[src/rtl/register_file_if.sv]
// rtl/register_file_if.sv - write/read port bundle for the two-read one-write register file
interface register_file_if #(
    parameter int N = 32
);
    logic         wr_ena;
    logic [4:0]   wr_addr;
    logic [N-1:0] wr_data;
    logic [4:0]   rd_addr0;
    logic [4:0]   rd_addr1;
    logic [N-1:0] rd_data0;
    logic [N-1:0] rd_data1;

    modport master (
        output wr_ena, wr_addr, wr_data, rd_addr0, rd_addr1,
        input  rd_data0, rd_data1
    );

    modport slave (
        input  wr_ena, wr_addr, wr_data, rd_addr0, rd_addr1,
        output rd_data0, rd_data1
    );
endinterface

[src/rtl/register_file.sv]
// rtl/register_file.sv - RV32 architectural register file, x0 hardwired to zero
module register_file #(
    parameter int N = 32
) (
    input  logic           clk,
    input  logic           rst,
    register_file_if.slave bus
);
    // Entry i-1 holds architectural register xi; x0 has no storage.
    logic [N-1:0] regs_q [31];
    logic [N-1:0] regs_d [31];

    always_comb begin
        regs_d = regs_q;
        for (int i = 1; i < 32; i++) begin
            if (bus.wr_ena && bus.wr_addr == 5'(i)) begin
                regs_d[i-1] = bus.wr_data;
            end
        end
    end

    always_ff @(posedge clk) begin
        if (rst) begin
            for (int i = 0; i < 31; i++) begin
                regs_q[i] <= '0;
            end
        end else begin
            regs_q <= regs_d;
        end
    end

    // Reads see only committed state, so a same-cycle write is not bypassed.
    always_comb begin
        bus.rd_data0 = '0;
        for (int i = 1; i < 32; i++) begin
            if (bus.rd_addr0 == 5'(i)) begin
                bus.rd_data0 = regs_q[i-1];
            end
        end
    end

    always_comb begin
        bus.rd_data1 = '0;
        for (int i = 1; i < 32; i++) begin
            if (bus.rd_addr1 == 5'(i)) begin
                bus.rd_data1 = regs_q[i-1];
            end
        end
    end
endmodule

[src/flat_wrapper.sv]
// flat-port wrapper written by rule: the top's interface ports become plain ports
module register_file_flat 
#(
    parameter int N = 32
)
  (clk, rst, bus_wr_ena, bus_wr_addr, bus_wr_data, bus_rd_addr0, bus_rd_addr1, bus_rd_data0, bus_rd_data1);
  register_file_if #(.N(N)) bus_i ();
  input  logic clk;
  input  logic rst;
  input wire logic [$bits(bus_i.wr_ena)-1:0] bus_wr_ena;
  input wire logic [$bits(bus_i.wr_addr)-1:0] bus_wr_addr;
  input wire logic [$bits(bus_i.wr_data)-1:0] bus_wr_data;
  input wire logic [$bits(bus_i.rd_addr0)-1:0] bus_rd_addr0;
  input wire logic [$bits(bus_i.rd_addr1)-1:0] bus_rd_addr1;
  output wire logic [$bits(bus_i.rd_data0)-1:0] bus_rd_data0;
  output wire logic [$bits(bus_i.rd_data1)-1:0] bus_rd_data1;
  assign bus_i.wr_ena = bus_wr_ena;
  assign bus_i.wr_addr = bus_wr_addr;
  assign bus_i.wr_data = bus_wr_data;
  assign bus_i.rd_addr0 = bus_rd_addr0;
  assign bus_i.rd_addr1 = bus_rd_addr1;
  assign bus_rd_data0 = bus_i.rd_data0;
  assign bus_rd_data1 = bus_i.rd_data1;
  register_file #(.N(N)) u_core (.clk(clk), .rst(rst), .bus(bus_i));
endmodule
[config.mk]
export PLATFORM = sky130hd
export DESIGN_NAME = register_file_flat
export DESIGN_NICKNAME = d
export VERILOG_FILES = /design/src/rtl/register_file_if.sv /design/src/rtl/register_file.sv /design/src/flat_wrapper.sv
export SDC_FILE = /design/constraint.sdc
export NUM_CORES = 2
export LEC_CHECK = 0
export ABC_AREA = 1
export ABC_CLOCK_PERIOD_IN_PS = 4000
export CAP_MARGIN = 20
export CORE_ASPECT_RATIO = 1.1
export CORE_MARGIN = 1.5
export CORE_UTILIZATION = 30
export CTS_CLUSTER_DIAMETER = 40
export DETAILED_ROUTE_END_ITERATION = 12
export HOLD_SLACK_MARGIN = 0.15
export SETUP_SLACK_MARGIN = 0.1
export SYNTH_ARGS = -nofsm -noshare
export SYNTH_HDL_FRONTEND = slang
export SYNTH_SLANG_ARGS = --single-unit
[constraint.sdc]
create_clock -name clk -period 4 [get_ports clk]
set_input_delay 1.2 -clock clk [delete_from_list [all_inputs] [get_ports clk]]
set_output_delay 1.2 -clock clk [all_outputs]
set_load 0.005 [all_outputs]
==> metrics.txt <==
Rows=157; Worst-path clk slew=0.06 ns; WS Path Type=in -> out; Crit path arrival time=4.32 ns; # DRC=0; Warnings, synthesis=0; clock insertion delay at the later pin of the skew report=0.79 ns; Slew @ Worst Pin=~0.9 ns; Non-Filler Instances=10,629; Final Cycle Share=1.38; worst relative slew slack=0.387; vias=58,714; worst setup path startpoint=bus_rd_addr0[3]; Largest Register=u_core.regs_q; max FFs per register=992; Mapped Cells=7,813; share of cells above drive strength 1=0.200; Syn Area/Cell=around 6.5 um2; Wirelength per Cell=22.9 um; htree depth=4; Reg-to-Reg Start=u_core.regs_q[10]; routed length on met3=23,200 um; Buffers on Ports=around 110; DR vias/cell=about 5.5; maximum VDD drop=437 uV; total gr overflow=0; Final Critical Period=between 5 and 6 ns; Top Registers=u_core.regs_q (992); crit end category=output pin; Slew Viols, Final=0; hold path startpoint=u_core.regs_q[340]; first-pass GRT wire length=357,000 um; Core ar.=between 0.15 and 0.2 mm2; Max Clk Rate=181 MHz; Mapped Area=0.0505 mm2; Syn Nets=7,863; Worst Path Max Fanout=5; # nets final=8,323; Die X=394 um; CTS tree=yes; Num Clock Sinks=992; Max Root-Sink Buffers=3; failing checks=negative setup slack; Placed Cells=approximately 10,000; Die Y-Extent=between 400 and 500 um; First-pass DRT Iterations=8; Starting Density=0.303; post-DP HPWL=171,000 um; Synth cell types=26; cts bufs inserted=152; Post-DRT Antenna Nets=0; final worst slack=-1.52 ns; fillers=roughly 17,000; largest net degree at the start of global routing=110; Static Leak=about 25 nW; RSZ-0062 raised after global routing=yes; DR top layer=met5; GRT Total Usage=0.273; Area Growth Syn to Fin=34.6%; initial DRC count=6,935; pwr/cell area=about 390 mW/mm2; MaxCap Viol Count=0; fin util=0.407; initial antenna violation count=3; I/O pin count=114; CP required=between 2 and 3 ns; Clock Skew=0 ns; Final Wtd Congestion=0.958; outcome=complete, but fails checks; met2 wire len=109,000 um; Final Setup Violations=between 60 and 70; Hold/Removal Path Class=reg -> reg; Routed met1 length=94,400 um; Yosys reg bits=992; Tot Pwr=26.5 mW; Routed WL=243,000 um; vias in the first global route=54,967; crit start category=primary input; die area=0.171 mm2; post-synthesis sequential area ratio=0.393; CTS root buffer=clkbuf_16; Final Hold Violating Endpoints=0
==> worst paths after layout <==
kind / to / slack [ns] / cells after the start
max: bus_rd_data0[15] / -1.52 / 25
min: u_core.regs_q[340] / 0.47 / 2
max reg2reg: u_core.regs_q[10] / 3.08 / 2
min reg2reg: u_core.regs_q[340] / 0.47 / 2
==> per-stage QoR <==
| stage | area, um2 | setup TNS [ns] | setup WS, ns | hold slack, ns |
|---|---|---|---|---|
| floorplan | 51000 | -2.26 | -0.116 | 0.449 |
| global placement | 59300 | -149.31 | -2.70 | 0.461 |
| detailed placement | 59300 | -146.49 | -2.63 | 0.464 |
| CTS | 67100 | -89.34 | -1.57 | 0.473 |
| global route | 68000 | -90.51 | -1.64 | 0.487 |
| finish | 68000 | -82.81 | -1.52 | 0.475 |
==> layout by cell type (no fill, tap or decap), types with 10 or more instances in the layout <==
cell             netlist  layout
a211oi_1             539     539
a21oi_1              513     499
a21oi_2                0      13
buf_12                 0     161
buf_16                 0      10
buf_2                 55      57
buf_4                  5     585
buf_6                  2      92
buf_8                  0      22
bufinv_16              0      17
clkbuf_1             521      13
clkbuf_16              0     160
clkbuf_8               0      17
clkdlybuf4s50_1        0      37
clkinv_2               0      16
clkinv_4               0      16
clkinvlp_4             0      19
dfxtp_1              992     992
inv_1                549     526
inv_2                  9      17
inv_6                  0      22
nand2_1             2039    1931
nand2_2                2      91
nand2_4                0      13
nand3_1              522     457
nand3_2                1      59
nand4_1              561     561
nor2_1              1294    1098
nor2_2                 8     162
nor2_4                 1      45
nor3_2                 0      13
o21ai_0               47      41
or2_2                 22      16
==> synthesized netlist by cell type <==
cell type / n / area share
clkbuf_1: 521 / 0.039
or2_1: 4 / 0.00049
nand4_1: 561 / 0.069
inv_2: 9 / 0.00067
o21bai_1: 6 / 0.00089
o21ai_0: 47 / 0.0047
o2111ai_1: 7 / 0.0012
a211oi_1: 539 / 0.080
nand3_2: 1 / 0.00020
nor3_4: 1 / 0.00032
a21oi_1: 513 / 0.051
nor2_4: 1 / 0.00022
dfxtp_1: 992 / 0.39
nand2_2: 2 / 0.00025
inv_1: 549 / 0.041
buf_4: 5 / 0.00074
clkinv_1: 5 / 0.00037
nand2_1: 2039 / 0.15
nand3_1: 522 / 0.052
buf_6: 2 / 0.00045
nor2_1: 1294 / 0.096
buf_2: 55 / 0.0054
nor2_2: 8 / 0.00099
buf_1: 85 / 0.0063
nor3_1: 23 / 0.0023
or2_2: 22 / 0.0027
==> where the power goes <==
part	switching, mW	leakage (nW)	internal, mW
clock network	5.43	2.60	8.77
logic	1.49	14.2	0.700
registers	0.0701	8.00	9.99
total	6.99	24.8	19.5
==> metal layers <==
metal | track usage | vias up
met2 | 0.439 | 3302
met3 | 0.0507 | 761
met5 | 0 | -
met4 | 0.164 | 2
li1 | - | 26905
met1 | 0.340 | 27744
==> layout make-up <==
type                    count  area (um2)  area share
repair buffers            972       10000       0.147
flip-flops and latches    992       19900       0.292
clock buffers             189        4260      0.0627
diodes                      2        5.00   0.0000736
well taps                2226        2790      0.0409
inverters                 563        2230      0.0328
multi-input cells        5592       27700       0.407
clock inverters            93        1150      0.0169
==> worst max-delay path, cell delays in order <==
cell and delay, ns:
buf_6 0.07, buf_8 0.11, buf_6 0.11, buf_4 0.12, nor2_4 0.05, nand2_4 0.07, nor2_4 0.05, buf_12 0.13
buf_4 0.14, nand2_1 0.05, nand4_1 0.19, nor2_1 0.18, nand4_1 0.13, nor2_1 0.13, nand4_1 0.10, nor2_1 0.12
buf_4 0.14, nand4_1 0.19, nor2_2 0.19, nand4_1 0.19, nor2_1 0.16, nand4_1 0.12, nor2_1 0.12, nand4_1 0.09
buf_2 0.15
==> repair_timing <==
item | 4_1_cts | 5_1_grt
pin swaps | 642 | 666
hold buffers | 0 | 0
resized for setup | 710 | 216
setup buffers | 95 | 44
gates cloned | 16 | 1
endpoints found under the setup margin | 64 | 64
hold endpoints to repair | 0 | 0
==> cell families after synthesis <==
group / share of synthesized area
buffers and inverters: 0.0934
AO/OA/AOI/OAI: 0.138
flip-flops: 0.393
AND/OR/NAND/NOR: 0.376
No activity file was read; power rests on OpenSTA's default activity.
